## src/rtl/fetch_unit.sv

```systemverilog
// Instruction fetch stage: single outstanding memory request feeding a 2-entry
// {pc, instr} FIFO that presents instructions to the IF/ID pipeline register.
module fetch_unit #(
    parameter int             N        = 32,
    parameter logic [N-1:0]   RESET_PC = '0
) (
    input  logic         clock,
    input  logic         reset,
    input  logic         stall_id,
    input  logic         redirect,
    input  logic [N-1:0] redirect_pc,
    output logic         imem_req,
    output logic [N-1:0] imem_addr,
    input  logic         imem_ack,
    input  logic [N-1:0] imem_rdata,
    output logic [N-1:0] instr_if,
    output logic [N-1:0] pc_if,
    output logic         valid_if,
    output logic         dbg_drain
);

    typedef enum logic {FETCH, DRAIN} state_t;

    state_t       state_q, state_d;
    logic [1:0]   cnt_q, cnt_d;
    logic [N-1:0] fetch_pc_q, fetch_pc_d;
    logic         req_q, req_d;
    logic [N-1:0] addr_q, addr_d;
    logic [N-1:0] pc_q [2];
    logic [N-1:0] pc_d [2];
    logic [N-1:0] instr_q [2];
    logic [N-1:0] instr_d [2];

    logic         pop;
    logic         push;
    logic [1:0]   wr_base;
    logic [1:0]   cnt_after;

    // fetch_pc_q is the address of the next request to issue; in DRAIN it holds
    // the saved redirect target. A request only starts when the FIFO has room for
    // its response, so an ack can never arrive into a full FIFO.
    always_comb begin
        state_d    = state_q;
        cnt_d      = cnt_q;
        fetch_pc_d = fetch_pc_q;
        req_d      = req_q;
        addr_d     = addr_q;
        pc_d       = pc_q;
        instr_d    = instr_q;

        pop       = (cnt_q != 2'd0) && !stall_id && !redirect;
        push      = (state_q == FETCH) && req_q && imem_ack && !redirect;
        wr_base   = cnt_q - {1'b0, pop};
        cnt_after = cnt_q + {1'b0, push} - {1'b0, pop};

        if (redirect) begin
            cnt_d = 2'd0;
            if (req_q && !imem_ack) begin
                state_d    = DRAIN;
                fetch_pc_d = redirect_pc;
            end else begin
                state_d    = FETCH;
                req_d      = 1'b1;
                addr_d     = redirect_pc;
                fetch_pc_d = redirect_pc + N'(4);
            end
        end else if (state_q == DRAIN) begin
            if (imem_ack) begin
                state_d    = FETCH;
                req_d      = 1'b1;
                addr_d     = fetch_pc_q;
                fetch_pc_d = fetch_pc_q + N'(4);
            end
        end else begin
            if (pop) begin
                pc_d[0]    = pc_q[1];
                instr_d[0] = instr_q[1];
            end
            if (push) begin
                pc_d[wr_base[0]]    = addr_q;
                instr_d[wr_base[0]] = imem_rdata;
            end
            cnt_d = cnt_after;
            if (!req_q || imem_ack) begin
                if (cnt_after < 2'd2) begin
                    req_d      = 1'b1;
                    addr_d     = fetch_pc_q;
                    fetch_pc_d = fetch_pc_q + N'(4);
                end else begin
                    req_d = 1'b0;
                end
            end
        end
    end

    always_ff @(posedge clock) begin
        if (!reset) begin
            state_q    <= FETCH;
            cnt_q      <= 2'd0;
            fetch_pc_q <= RESET_PC;
            req_q      <= 1'b0;
            addr_q     <= RESET_PC;
            pc_q[0]    <= '0;
            pc_q[1]    <= '0;
            instr_q[0] <= '0;
            instr_q[1] <= '0;
        end else begin
            state_q    <= state_d;
            cnt_q      <= cnt_d;
            fetch_pc_q <= fetch_pc_d;
            req_q      <= req_d;
            addr_q     <= addr_d;
            pc_q       <= pc_d;
            instr_q    <= instr_d;
        end
    end

    assign imem_req  = req_q;
    assign imem_addr = addr_q;
    assign valid_if  = (cnt_q != 2'd0);
    assign pc_if     = valid_if ? pc_q[0] : '0;
    assign instr_if  = valid_if ? instr_q[0] : '0;
    assign dbg_drain = (state_q == DRAIN);

endmodule

```

## config.mk

```make
export PLATFORM = sky130hd
export DESIGN_NAME = fetch_unit
export DESIGN_NICKNAME = d
export VERILOG_FILES = /design/src/rtl/fetch_unit.sv
export SDC_FILE = /design/constraint.sdc
export NUM_CORES = 1
export LEC_CHECK = 0
export BUFFER_PORTS_ARGS = -buffer_cell sky130_fd_sc_hd__buf_4
export CORE_ASPECT_RATIO = 0.6
export CORE_MARGIN = 2
export CORE_UTILIZATION = 35
export DETAILED_ROUTE_END_ITERATION = 8
export SLEW_MARGIN = 15
export SYNTH_ARGS = -nofsm -noshare
export SYNTH_HDL_FRONTEND = slang
export SYNTH_SLANG_ARGS = --single-unit
```

## constraint.sdc

```tcl
create_clock -name clock -period 4.1 [get_ports clock]
set_input_delay 1.23 -clock clock [delete_from_list [all_inputs] [get_ports clock]]
set_output_delay 1.23 -clock clock [all_outputs]
set_load 0.01 [all_outputs]
```

==> summary.txt <==
Run status
  – Status: finished, final reports clean

Clock network
  – Clock Sinks: 196
  – Setup Fix Bufs, Post-CTS: 0
  – Max H-tree Level: 4
  – Post-CTS sizing: 0
  – CTS buffer count: 17
  – CTS max path bufs: 2
  – Clk_lat worst skew: 0.45 ns
  – Clk slew on worst S/H paths: 0.07 ns
  – # hold bufs at CTS: 0
  – CTS tree: built
  – Clock tree root driver cell: clkbuf_16

Timing
  – Max Clock Skew: 0.009278 ns
  – Final Max Tran Viols: 0
  – Sum Neg Setup Slack: 0 ns
  – Hold Slack: 0.4517 ns
  – Setup Viol. Count Final: 0
  – RSZ-0062 raised after global routing: false
  – Worst Tran Pin Value: 1.030 ns
  – Fin crit share: 86.78%
  – Relative slew slack: 31.05%
  – Min Tclk post-route: 3.558 ns
  – Final Hold Viols: 0
  – FMAX: 281.1 MHz

Placed design
  – Port bufs: 167
  – Post-DP HPWL: 20040 µm
  – Placer Congestion: 0.8493
  – DP Area: 0.01109 mm²

Hold path
  – Worst min-delay path class: flip-flop to flip-flop
  – Hold path depth: 2

Layout
  – Diodes inserted: 0
  – Layout cell share with drive strength beyond 1: 18.33%
  – Layout overhead on the synthesized area: 23.87%
  – Cell area after layout: 0.01169 mm²
  – Fin nets: 1386

Power and ir drop
  – Peak supply drop: 0.2721 mV
  – Leak: 0.004432 µW
  – PwrDens: 368.2 mW/mm²

Synthesis
  – Syn. warnings: 0
  – Yosys cell types: 51
  – Most frequent cell after synthesis: dfxtp_1
  – Post-Synthesis Cells: 1198
  – Synth area leaders: dfxtp_1, a21oi_1, o21ai_0
  – #FFs+latches synth: 196
  – Synthesized Nets: 1271
  – Post-synth EDFFs: 0
  – Most instantiated cells after synthesis: dfxtp_1, nand2_1, a21oi_1
  – Synth Cell Area: 0.009435 mm²
  – Largest area contributor in the netlist: dfxtp_1
  – Sequential share of the synthesized area: 41.59%
  – Mean post-synth cell area: 7.876 µm²
  – Post-synth top area share: 41.59%
  – Ys flop type: dfxtp_1
  – Async S/R FF share, synth: 0%

GRT
  – Gr ovfl total: 0
  – Vias in the first global route: 8429
  – Largest net degree at the start of global routing: 80
  – Global-route usage over all layers: 21.63%
  – Initial antenna violation count: 0
  – First-pass GRT wire length: 48820 µm

Worst setup path
  – Worst Setup Start Kind: input port
  – Worst reg2reg path depth: 11
  – CP Capture Type: flip-flop
  – WP data arrival: 3.92 ns
  – Required @ worst endpoint: 4.46 ns
  – Max FO, Critical Path: 9
  – Critical path start-end classification: input port to flip-flop

Detailed routing
  – Final ANT Viol Nets: 0
  – Drt pass-1 iters: 6
  – Drt drc: 0
  – DRT iter0 DRCs: 751
  – DR WL/cell: 18.31 µm
  – Final wirelength: 30870 µm
  – Via count: 9151
  – Via/cell ratio: 5.428

Floorplan
  – Num ports: 168
  – Die ar.: 0.02833 mm²
  – Initial Util: 35.64%
  – Die height: 131.2 µm
  – Rows: 46
  – Core region area: 0.02648 mm²
  – Width of the die: 216.0 µm

Flow run
  – Max_cap viols: 0
[metal layers]
| layer | part of all wire (%) | GRT usage (%) | vias to the layer above | routed length (µm) |
|---|---|---|---|---|
| met1 | 51 | 33.30 | 4314 | 15650 |
| met4 | 1.9 | 6.164 | 0 | 583 |
| met2 | 40 | 29.14 | 325 | 12300 |
| met5 | 0 | 0 | - | 0 |
| met3 | 7.6 | 5.347 | 42 | 2335 |
| li1 | - | - | 4470 | - |
[worst paths after layout]
path | start | end | slack [ns]
hold reg to reg | flip-flop | flip-flop | 0.45
hold / removal | flip-flop | flip-flop | 0.45
setup reg to reg | dbg_drain | fetch_pc_q[28] | 0.95
setup / recovery | redirect | fetch_pc_q[28] | 0.54
[cells in the final DEF, fill, tap and decap left out, types with 5 or more instances in the layout]
cell type	synthesis	routed
clkinvlp_4	0	5
nand3_1	25	25
o21ai_0	131	131
buf_12	0	6
xnor2_1	29	29
and3_1	5	5
and4_1	7	7
nor4_1	15	15
a311oi_1	10	10
clkbuf_16	0	17
xor2_1	11	11
nor2_1	51	49
a211oi_1	31	31
a21oi_1	141	139
o22ai_1	6	6
nand2_1	167	166
and2_1	68	68
or3_1	67	67
inv_1	12	12
nor3_1	13	13
dfxtp_1	196	196
o21a_1	5	5
buf_4	1	187
nand4_1	26	26
mux2i_1	32	32
[kinds of logic (layout without fill, tap and decap cells)]
kind of cell | count (synthesis) | count (layout) | share of synthesized area [%]
XOR/XNOR | 41 | 41 | 3.965
AND/OR/NAND/NOR | 466 | 466 | 25.04
AO/OA/AOI/OAI | 349 | 349 | 21.01
flip-flops | 196 | 196 | 41.59
multiplexers | 32 | 32 | 3.395
adder cells (fa/ha/maj) | 4 | 4 | 0.5305
buffers and inverters | 110 | 238 | 4.482
[worst max-delay path, stage by stage]
cell	delay, ns
buf_4	0.15
nor2_1	0.25
nand2_2	0.09
inv_1	0.09
ha_1	0.23
inv_1	0.05
ha_1	0.18
xnor3_2	0.24
o2111ai_4	0.13
buf_4	0.20
nor4_1	0.66
nand3_1	0.15
a311oi_1	0.26
[final cells by class]
cell class | instances | area (µm²)
clock inverters | 13 | 148.9
clock buffers | 19 | 452.9
inverters | 13 | 50.05
multi-input cells | 892 | 5137
well taps | 360 | 450.4
flip-flops and latches | 196 | 3924
repair buffers | 193 | 1524
fillers | 2670 | 14790
[where the power goes]
group	total, µW	switching (µW)	internal [µW]
combinational	480	279	201
clock	1740	802	940
sequential	2080	90.3	1990
total	4300	1170	3130
[metrics by stage]
step	std cells	worst slack, ns	util [%]	total power [µW]
after detailed placement	1654	0.1074	41.87	2600
after global routing	1686	0.2948	44.14	4470
after CTS	1686	0.5940	44.14	4338
after floorplan	1198	0.2659	-	2352
final	1686	0.5421	44.14	4303
after global placement	1654	0.2810	41.87	2595
(Power assumes the default switching activity.)
